## src/rtl/poly_small_sqnorm.sv

```systemverilog
// Squared-norm checker for a freshly sampled (f,g) pair of small polynomials.
// Streams 2n signed coefficients and reports sum of squares, bound check and f parity.
module poly_small_sqnorm #(
    parameter int logn  = 9,
    parameter int f_bit = (logn == 9) ? 7 : 6,
    parameter int BOUND = 16823
) (
    input  logic                    clk,
    input  logic                    rst,
    input  logic                    start,
    input  logic                    in_valid,
    input  logic signed [f_bit-1:0] in_data,
    output logic                    busy,
    output logic                    done,
    output logic [23:0]             sqnorm,
    output logic                    pass,
    output logic                    f_odd
);
    localparam int SQW = 2*f_bit - 1;

    typedef enum logic [2:0] {S_IDLE, S_ACC_F, S_ACC_G, S_FLUSH, S_DONE} state_t;

    // Handshake: a coefficient is taken on every rising edge where in_valid=1
    // while accumulating; there is no backpressure and other cycles ignore it.
    state_t                    state, state_next;
    logic [logn-1:0]           cnt;
    logic [SQW-1:0]            sq;
    logic                      sq_v;
    logic [23:0]               acc;
    logic                      parity;
    logic                      accept;
    logic                      last;
    logic signed [2*f_bit-1:0] prod;
    logic [23:0]               acc_sum;

    assign accept  = in_valid && (state == S_ACC_F || state == S_ACC_G);
    assign last    = accept && (&cnt);
    assign prod    = in_data * in_data;
    assign acc_sum = acc + 24'(sq);

    always_comb begin
        state_next = state;
        busy       = 1'b0;
        done       = 1'b0;
        case (state)
            S_IDLE:  if (start) state_next = S_ACC_F;
            S_ACC_F: begin
                busy = 1'b1;
                if (last) state_next = S_ACC_G;
            end
            S_ACC_G: begin
                busy = 1'b1;
                if (last) state_next = S_FLUSH;
            end
            S_FLUSH: begin
                busy       = 1'b1;
                state_next = S_DONE;
            end
            S_DONE: begin
                done       = 1'b1;
                state_next = S_IDLE;
            end
            default: state_next = S_IDLE;
        endcase
    end

    always_ff @(posedge clk or posedge rst) begin
        if (rst) begin
            state  <= S_IDLE;
            cnt    <= '0;
            sq     <= '0;
            sq_v   <= 1'b0;
            acc    <= '0;
            parity <= 1'b0;
            pass   <= 1'b0;
        end else begin
            state <= state_next;
            sq_v  <= accept;
            sq    <= accept ? SQW'(prod) : '0;
            if (state == S_IDLE && start) begin
                acc    <= '0;
                cnt    <= '0;
                parity <= 1'b0;
                pass   <= 1'b0;
            end else begin
                if (sq_v) acc <= acc_sum;
                if (accept) begin
                    cnt <= cnt + logn'(1);
                    if (state == S_ACC_F) parity <= parity ^ in_data[0];
                end
                // FLUSH drains the last square, so acc_sum is the final norm here
                if (state == S_FLUSH) pass <= (acc_sum < 24'(BOUND));
            end
        end
    end

    assign sqnorm = acc;
    assign f_odd  = parity;

endmodule

```

## config.mk

```make
export PLATFORM = sky130hd
export DESIGN_NAME = poly_small_sqnorm
export DESIGN_NICKNAME = d
export VERILOG_FILES = /design/src/rtl/poly_small_sqnorm.sv
export SDC_FILE = /design/constraint.sdc
export NUM_CORES = 1
export LEC_CHECK = 0
export ABC_AREA = 1
export CAP_MARGIN = 20
export CORE_ASPECT_RATIO = 0.6
export CORE_MARGIN = 2
export CORE_UTILIZATION = 60
export CTS_CLUSTER_SIZE = 24
export DETAILED_ROUTE_END_ITERATION = 10
export HOLD_SLACK_MARGIN = 0.02
export PLACE_DENSITY = 0.82
export SETUP_SLACK_MARGIN = 0.2
export SLEW_MARGIN = 0
export SYNTH_ARGS = -nofsm -noshare
export SYNTH_HDL_FRONTEND = slang
export SYNTH_SLANG_ARGS = --single-unit
export TNS_END_PERCENT = 50
```

## constraint.sdc

```tcl
create_clock -name clk -period 2.4 [get_ports clk]
set_input_delay 0.6 -clock clk [delete_from_list [all_inputs] [get_ports clk]]
set_output_delay 0.6 -clock clk [all_outputs]
set_load 0.02 [all_outputs]
```

==> flow_results.org, run 1 <==
** Outcome
- The flow ran to the end, but the final reports show violations.
- Failing checks :: setup timing

** Setup path
- Reg-to-reg endpoint :: pass
- On the critical path, the stage with the largest delay is an instance of sky130_fd_sc_hd__fa_1.
- Crit path required time :: 2.58 ns
- Broken down by cell family, the worst path's largest delay share belongs to adder cells.
- The signal on the critical path passes through buf_6 -> buf_8 -> buf_4 -> inv_1 -> nor2_1 -> fa_1 -> fa_1 -> fa_1 -> inv_1 -> fa_1 -> inv_1 -> ha_4 -> nand2_2 -> nor2_2 -> a21oi_2 -> o21ai_1 -> a21o_1 -> o21ai_1 -> a21oi_1.
- STA classifies the critical path endpoint as a flop.
- Kind of critical path :: in2reg
- Arrival time at the worst endpoint :: 4.42 ns
- The most numerous cell type found on the critical path is sky130_fd_sc_hd__fa_1.
- Launch instance of the worst register-to-register path :: sqnorm[0]
- Kind of launch point of the worst setup path :: primary input
- In this run the worst path has a maximum fanout of 5.
- The worst register-to-register path has a setup slack of 0.10 ns.
- For this run, the slowest stage of the critical path takes 0.55 ns.
- Number of cells traversed by the worst register-to-register path :: 12
- Counting both buffers and inverters, the worst setup path holds a total of 6.

** Finish
- Commonest non-fill, non-tap cell in the layout :: sky130_fd_sc_hd__nand2_1
- Fraction of layout cells with a size suffix above 1 :: 23.3%
- Net total in the final layout :: 882
- Once layout is complete, the utilization of the core stands at 81.4%.
- The layout has 502 filler cells.
- Compared with the post-synthesis result, the final layout area differs by 30.7%.
- Antenna cell count :: 0
- Commonest cells after routing, fill and taps aside :: 177 x sky130_fd_sc_hd__nand2_1, 142 x sky130_fd_sc_hd__inv_1, 62 x sky130_fd_sc_hd__buf_4

** Clock network
- Buffers from clock root to sink, at most :: 2
- At the later pin of the worst-skew pair, clock insertion delay measures 0.30 ns.
- Root buf cell :: sky130_fd_sc_hd__clkbuf_16
- Number of H-tree levels :: 2
- In this run, CTS created clock tree buffers numbering 5.
- Clock tree from TritonCTS :: done
- Clock-pin slew was measured on the worst setup and hold paths at 0.08 ns.
- CTS saw 51 sinks.

** Global route
- In the global route stage, met2 resource usage came out at 54.1%.
- Maximum number of pins on one net before global-route repair :: 52
- The layer flagged by global routing as most heavily used is met2.
- First-pass GRT wire length :: 24100 µm
- Vias in the first global route :: 4848
- Number of antenna violations at the first check in global routing :: 0
- For met3 alone, demand over resource in global routing was 8.44%.
- Global routing finished with a remaining overflow of 0.
- Total routing usage reported by global routing :: 35.1%
- For this run, global-route usage on met1 was measured as 50.7%.

** Hold path
- Hold Path End :: cnt[6]
- In this run the most critical hold path is launched from cnt[5].
- Counting instances, the worst hold path has a depth of 1.
- Min-Delay Path Class :: reg2reg

** Floorplanning
- Number of core rows :: 25
- Number of top-level design ports :: 39
- In this run the vertical extent of the chip is 74.3 µm.
- Effective utilization at floorplan :: 62.2%
- Horizontal extent of the die :: 121 µm
- The floorplan step defined a core boundary enclosing 7950 µm².
- The floorplan step defined a die boundary enclosing 9010 µm².

** Yosys
- EDFF count, synth :: 0
- Yosys printed 0 warnings.
- Number of instances in the synthesized netlist :: 701
- Counting every net in the synthesized netlist gives 778.
- Flops & latches, synth :: 51
- Sequential cell area fraction in the yosys report :: 25.8%
- Post-synth cell types :: 40
- The synthesized netlist occupies a cell area of 4940 µm².
- Share of synthesized flip-flops with an asynchronous set or reset :: 100%
- A synthesized cell averages 7.05 µm².
- For this run, the leading register cell type out of synthesis is sky130_fd_sc_hd__dfrtp_1.

** Timing
- Unrepaired setup endpoints after global routing :: true
- Setup Skew :: 0.00876 ns
- Dividing the final minimum period by the clock period gives 177%.
- Max-slew violations :: 0
- In this run the tightest slew margin relative to its limit is 67.2%.
- The count of final hold-check violations came to 0.
- Setup violations remaining at the end of the flow were counted as 9.
- For this run, the top clock speed supported by timing is 236 MHz.
- Post-layout worst setup margin :: -1.84 ns
- Time the worst path needs with I/O delays and setup :: 4.24 ns
- Final hold analysis gives a worst-case slack of 0.469 ns.
- At the pin with the least slew margin, the transition time is 0.492 ns.

** Power and ir drop
- The clock network is responsible for 12.2% of the overall power.
- Fraction of power consumed by combinational cells :: 67.5%
- In this run switching power makes up 48.9% of total power.
- Internal power of the cells :: 3.61 mW
- Worst voltage drop across the vdd grid :: 0.559 mV
- In this run the power density over the cells is 1090 nW/µm².
- P_sw :: 3.45 mW
- The share of total power dissipated in sequential elements is 20.3%.
- Reported leakage power :: 3.54 nW

** Detailed routing
- For this block, the initial DRC count from the detailed router was 507.
- Total number of vias :: 5115
- The count of nets left with antenna violations once routing finished came out at 0.
- After detailed routing, the number of vias per cell comes to 5.60.
- Drt total wl :: 15100 µm
- The first TritonRoute pass finished after 6 iterations.
- Dividing the detail-routed wire length by the instance count gives 16.6 µm.
- Number of design rule violations left after detail routing :: 0

** Placed design
- Detailed placement HPWL :: 10900 µm
- Port bufs :: 38
- Routability-driven placement finished with a final weighted congestion of 1.03.

** Flow run
- Reported max-cap violation count :: 0
area by class of cell:
type	count	area [µm²]	share of cell area, %
clock inverters	3	46.3	0.716
well taps	108	135	2.09
repair buffers	108	943	14.6
clock buffers	5	125	1.94
inverters	165	622	9.62
multi-input cells	474	3320	51.3
flip-flops and latches	51	1280	19.7
through the flow:
stage | total power, mW | setup WS (ns) | instance area (µm²) | std cells | TNS (ns)
6_report | 7.06 | -1.84 | 6460 | 914 | -12.45
5_1_grt | 7.49 | -1.95 | 6460 | 914 | -13.34
4_1_cts | 6.59 | -1.79 | 6370 | 912 | -11.98
3_5_place_dp | 5.47 | -2.47 | 5910 | 889 | -18.12
3_3_place_gp | 5.30 | -2.34 | 5910 | 889 | -17.32
2_1_floorplan | 4.04 | -1.71 | 5070 | 701 | -11.14
worst max-delay path by stage:
stage,startpoint,end,cells past startpoint
3_5_place_dp,in_data[2],sq[12],20
5_1_grt,in_data[6],sq[12],19
3_3_place_gp,in_data[2],sq[12],18
6_report,in_data[6],sq[12],19
4_1_cts,in_data[6],sq[12],20
2_1_floorplan,in_data[6],sq[12],19
synthesized netlist by cell type (2+ instances only):
cell	count	area (µm²)
sky130_fd_sc_hd__nand3b_1	3	22.5
sky130_fd_sc_hd__nand2_1	192	721
sky130_fd_sc_hd__xnor2_1	5	43.8
sky130_fd_sc_hd__clkbuf_1	6	22.5
sky130_fd_sc_hd__nand3_1	36	180
sky130_fd_sc_hd__inv_1	157	589
sky130_fd_sc_hd__o21ai_1	2	10.0
sky130_fd_sc_hd__nor3_2	3	30.0
sky130_fd_sc_hd__nand3_2	2	20.0
sky130_fd_sc_hd__nor3_1	6	30.0
sky130_fd_sc_hd__o21ai_0	31	155
sky130_fd_sc_hd__a21oi_2	3	26.3
sky130_fd_sc_hd__fa_1	29	581
sky130_fd_sc_hd__nor2_2	7	43.8
sky130_fd_sc_hd__a21boi_0	2	15.0
sky130_fd_sc_hd__inv_2	7	26.3
sky130_fd_sc_hd__dfrtp_1	51	1280
sky130_fd_sc_hd__nor4_1	2	12.5
sky130_fd_sc_hd__ha_1	37	463
sky130_fd_sc_hd__a21o_1	4	30.0
sky130_fd_sc_hd__nand4_1	6	37.5
sky130_fd_sc_hd__xor2_1	8	70.1
sky130_fd_sc_hd__or2_2	3	18.8
sky130_fd_sc_hd__nand2_2	9	56.3
sky130_fd_sc_hd__o22ai_1	11	68.8
sky130_fd_sc_hd__nor2_1	39	146
sky130_fd_sc_hd__a21oi_1	23	115
sky130_fd_sc_hd__buf_2	5	25.0
power groups by stage:
| stage | Sequential, mW | Combinational (mW) | Clock (mW) |
|---|---|---|---|
| floorplan | 1.50 | 2.54 | 0 |
| global placement | 1.39 | 3.92 | 0 |
| detailed placement | 1.39 | 4.08 | 0 |
| CTS | 1.40 | 4.34 | 0.855 |
| global route | 1.46 | 5.14 | 0.892 |
| finish | 1.43 | 4.76 | 0.862 |
cells by family (layout without fill, tap and decap cells):
family | after synthesis | after routing | share of synthesized area, %
adders and majority gates | 66 | 66 | 21.1
xor gates and xnor gates | 13 | 13 | 2.30
and+or+nand+nor | 313 | 313 | 27.9
AOI/OAI and AO/OA | 82 | 82 | 9.44
buffers and inverters | 176 | 281 | 13.5
DFF | 51 | 51 | 25.8
sequential cells by signal, indices dropped and copies added, names as in the netlist:
register	flops
sqnorm	24
sq	12
cnt	9
state	3
f_odd	1
pass	1
sq_v	1
metal layers:
layer,routed length (µm),up-vias,share of wire [%]
met5,0,-,0
met4,330,0,2.2
met3,1650,44,11
met2,6490,301,43
met1,6670,2407,44
li1,-,2363,-
timing repair:
action,CTS,global route
pin swaps,30,15
gates resized for setup,81,18
setup buffers,15,2
hold buffers,0,0
setup endpoints to repair,11,11
Power figures use the tool's default switching activity.
==> run 2, diff against run 1 <==
--- a/config.mk
+++ b/config.mk
@@ -9,5 +9,4 @@
 export CAP_MARGIN = 20
 export CORE_ASPECT_RATIO = 0.6
-export CORE_MARGIN = 2
 export CORE_UTILIZATION = 60
 export CTS_CLUSTER_SIZE = 24
==> constraint.sdc (replaced) <==
create_clock -name clk -period 2.4 [get_ports clk]
set_input_delay 0.6 -clock clk [delete_from_list [all_inputs] [get_ports clk]]
set_output_delay 0.6 -clock clk [all_outputs]
set_load 0.05 [all_outputs]
==> run 2 against run 1 <==
Effect of this change: wire length up 32%; via count increased by 18%; highest routed layer unchanged; critical path type unchanged; combinational power increased by 32%; the run still ends with setup timing left; design area is 7.8% higher.
==> flow_results.org, run 2 (synthesis results as in run 1) <==
** Global route
- The largest net degree at the start of global routing came to 36 (-31%).
- Number of antenna violations at the first check in global routing :: 2 (+2)
- The total routing resource utilization after global routing came to 36.2% (+1.1 points).
- The wire length of the first global-routing pass is 23800 µm (-0.89%).
- Vias in the first global route :: 4908 (+1.2%)
- Total global routing overflow :: 0 (unchanged)

** Finish
- Final core utilization :: 88.0% (+6.7 points)
- The number of standard cells in the layout, taps in and fillers out was 927 (+1.4%).
- The number of diodes added for antenna fixing was 0 (unchanged).
- Fraction of layout cells with a size suffix above 1 :: 33.2% (+9.9 points)
- Leaving out fill and tap cells, the most frequent cell in the layout is sky130_fd_sc_hd__nand2_1.
- Summed area of non-filler cells in the final layout :: 6970 µm² (+7.8%)
- In the layout the commonest cells are 142 x sky130_fd_sc_hd__nand2_1, 138 x sky130_fd_sc_hd__inv_1, 74 x sky130_fd_sc_hd__buf_4.
- The number of inserted filler cells in the final layout was 344 (-31%).
- The final layout net count was 895 (+1.5%).
- The flip-flop count of the largest register, all copies and words added was 24 (unchanged).
- Relative to the synthesized area, the layout overhead comes to 40.9%.

** Setup path
- Slowest library cell on the worst path :: sky130_fd_sc_hd__fa_1
- Broken down by cell family, the worst path's largest delay share belongs to adder cells.
- Critical path buffer and inverter count :: 6 (unchanged)
- The required arrival time at the worst endpoint is 2.59 ns (about the same).
- The top fanout value on the critical path came to 8 (+3).
- Kind of critical path :: in2reg
- Critical path endpoint category :: flop
- Among the stages of the critical path, the cell type that occurs most often is sky130_fd_sc_hd__fa_1.
- Ordered list of cells on the worst path :: buf_6 -> buf_12 -> nand2_4 -> xor2_1 -> ha_1 -> inv_2 -> fa_1 -> inv_2 -> fa_1 -> inv_1 -> fa_1 -> inv_1 -> ha_4 -> a21oi_4 -> o21ai_2 -> a21oi_2 -> o21ai_1 -> a21o_1 -> o21ai_1 -> a21oi_1
- STA classifies the critical path startpoint as a primary input.
- Arrival time at the worst endpoint :: 4.34 ns (-0.08 ns)
- Biggest cell delay along the critical path :: 0.57 ns (+0.02 ns)

** Placed design
- The placer's final routability congestion estimate came to 1.01 (-2.4%).
- Port bufs :: 38 (unchanged)
- Placed insts :: 893 (+0.45%)
- The placed wire-length estimate after detailed placement is 11200 µm (+2.5%).
- Standard cell area after detailed placement :: 5950 µm² (+0.63%)

** Timing
- Max-slew violations :: 0 (unchanged)
- The part of the cycle the worst path needs came to 173% (-3.5 points).
- Tightest hold margin :: 0.495 ns (+0.0260 ns)
- Post-layout worst setup margin :: -1.76 ns (+0.0847 ns)
- Final hold violation count :: 0 (unchanged)
- Setup Skew :: 0.0127 ns (+0.00390 ns)
- The final period demand of the worst path came to 4.16 ns (-0.0847 ns).
- Pin slew with the least headroom to its limit :: 0.582 ns (+0.0901 ns)
- The highest achievable clock rate was 241 MHz (+2.0%).
- Unrepaired setup endpoints after global routing :: true
- The headroom to the max-slew limit was 61.2% (-6.0 points).
- The total setup violations reported at the end of the flow came to 9 (unchanged).

** Floorplanning
- The starting density of the core came to 62.5% (+0.25 points).
- Die height :: 72.3 µm (-2.7%)
- The core area was 7910 µm² (-0.39%).
- Number of core rows :: 25 (unchanged)
- Area enclosed by the die boundary :: 8620 µm² (-4.3%)
- Number of top-level design ports :: 39 (unchanged)
- Horizontal extent of the die :: 119 µm (-1.7%)

** Power and ir drop
- The leakage dissipation was 3.69 nW (+4.1%).
- Internal power of the cells :: 3.93 mW (+9.0%)
- The switching share of total power is 54.0% (+5.1 points).
- P_sw :: 4.61 mW (+33%)
- Worst voltage drop across the vdd grid :: 0.624 mV (+12%)
- Flop pwr share :: 17.7% (-2.6 points)
- Relative contribution of the clock network to total power :: 8.8% (-3.4 points)
- The relative contribution of combinational cells to total power is 73.4% (+5.9 points).
- The post-layout total power is 8.53 mW (+21%).
- Cell area power density :: 1220 nW/µm² (+12%)

** Flow run
- The count of maximum capacitance violations was 0 (unchanged).

** Hold path
- The path class of the tightest hold or removal check is reg2reg.

** Detailed routing
- Drt total wl :: 20000 µm (+32%)
- The number of vias per cell came to 6.51 (+16%).
- The detailed-router iteration count before antenna repair was 11 (+5).
- Number of design rule violations left after detail routing :: 0 (unchanged)
- Total number of vias :: 6032 (+18%)
- Per-cell routed wire length :: 21.6 µm (+30%)
- Post-route ant nets :: 0 (unchanged)
- The iteration-0 DRC count of the detailed router came to 1094 (+120%).

** Outcome
- The run finished, with violations left.
- Failing checks :: setup timing

** Clock network
- Number of buffers inserted during clock tree synthesis :: 5 (unchanged)
- The clock insertion delay at the later pin of the skew report is 0.31 ns (about the same).
- Number of H-tree levels :: 2 (unchanged)
- The clock-pin transition on the worst setup and hold timing paths is 0.07 ns (about the same).
- CTS placed an instance of sky130_fd_sc_hd__clkbuf_16 at the clock tree root.
- Clock tree from TritonCTS :: done
- The number of buffers on the longest clock path was 2 (unchanged).
- Total number of clock tree sinks :: 51 (unchanged)
[run 2: cell count changes in the layout (fill, tap and decap cells not counted), moves of 8 or more]
cell	delta
sky130_fd_sc_hd__nand2_1	-35
sky130_fd_sc_hd__nor2_1	-8
sky130_fd_sc_hd__ha_4	+10
sky130_fd_sc_hd__buf_4	+12
sky130_fd_sc_hd__nand2_4	+11
sky130_fd_sc_hd__nand2_2	+24
[run 2: power groups by stage]
stage                     logic (mW)  registers (mW)  clock network [mW]
after floorplan                 2.54            1.83                   0
after global placement          4.22            1.38                   0
after detailed placement        4.43            1.40                   0
after CTS                       4.71            1.40               0.721
after global routing            6.47            1.51               0.773
final                           6.27            1.51               0.753
[run 2: worst paths after layout]
check | start | to | slack, ns | cells after the start
max in group asynchronous | rst | sqnorm[8] | 1.26 | 3
min in group asynchronous | rst | cnt[4] | 0.59 | 2
worst max register to register | sqnorm[3] | pass | -0.02 | 13
worst max-delay path | in_data[6] | sq[12] | -1.76 | 20
worst min register to register | cnt[5] | cnt[6] | 0.50 | 1
worst min-delay path | cnt[5] | cnt[6] | 0.50 | 1
[run 2: repair_timing]
item,CTS,global route
buffers inserted,5,21
hold endpoints to repair,0,0
pin swaps,35,59
resized for setup,79,132
hold buffers,0,0
endpoints found under the setup margin,11,20
[run 2: metrics by stage]
stage | setup slack (ns) | setup TNS [ns]
final | -1.76 | -12.40
after detailed placement | -2.47 | -18.53
after floorplan | -1.71 | -11.14
after global placement | -2.30 | -17.48
after CTS | -1.57 | -10.45
after global routing | -1.86 | -12.93
[run 2: layout make-up]
| cell class | count | area (µm²) | share of cell area [%] |
|---|---|---|---|
| Clock inverter | 3 | 18.8 | 0.269 |
| Inverter | 165 | 627 | 9.00 |
| Sequential cell | 51 | 1280 | 18.4 |
| Tap cell | 108 | 135 | 1.94 |
| Timing Repair Buffer | 121 | 1070 | 15.4 |
| Clock buffer | 5 | 125 | 1.80 |
| Multi-Input combinational cell | 474 | 3700 | 53.1 |
[run 2: layer usage]
layer	track usage, %	routed length (µm)
met4	10.4	1690
met5	0	0
met2	57.1	8150
met3	9.91	3080
met1	49.3	7070
[run 2: worst reg2reg max path, delay by kind of cell, from the launching register on]
family / cells / cell delay [ns]
AO/OA/AOI/OAI: 2 / 0.30
adder cells (fa/ha/maj): 1 / 0.36
buffers and inverters: 1 / 0.09
flip-flops: 1 / 0.43
AND/OR/NAND/NOR: 9 / 1.18
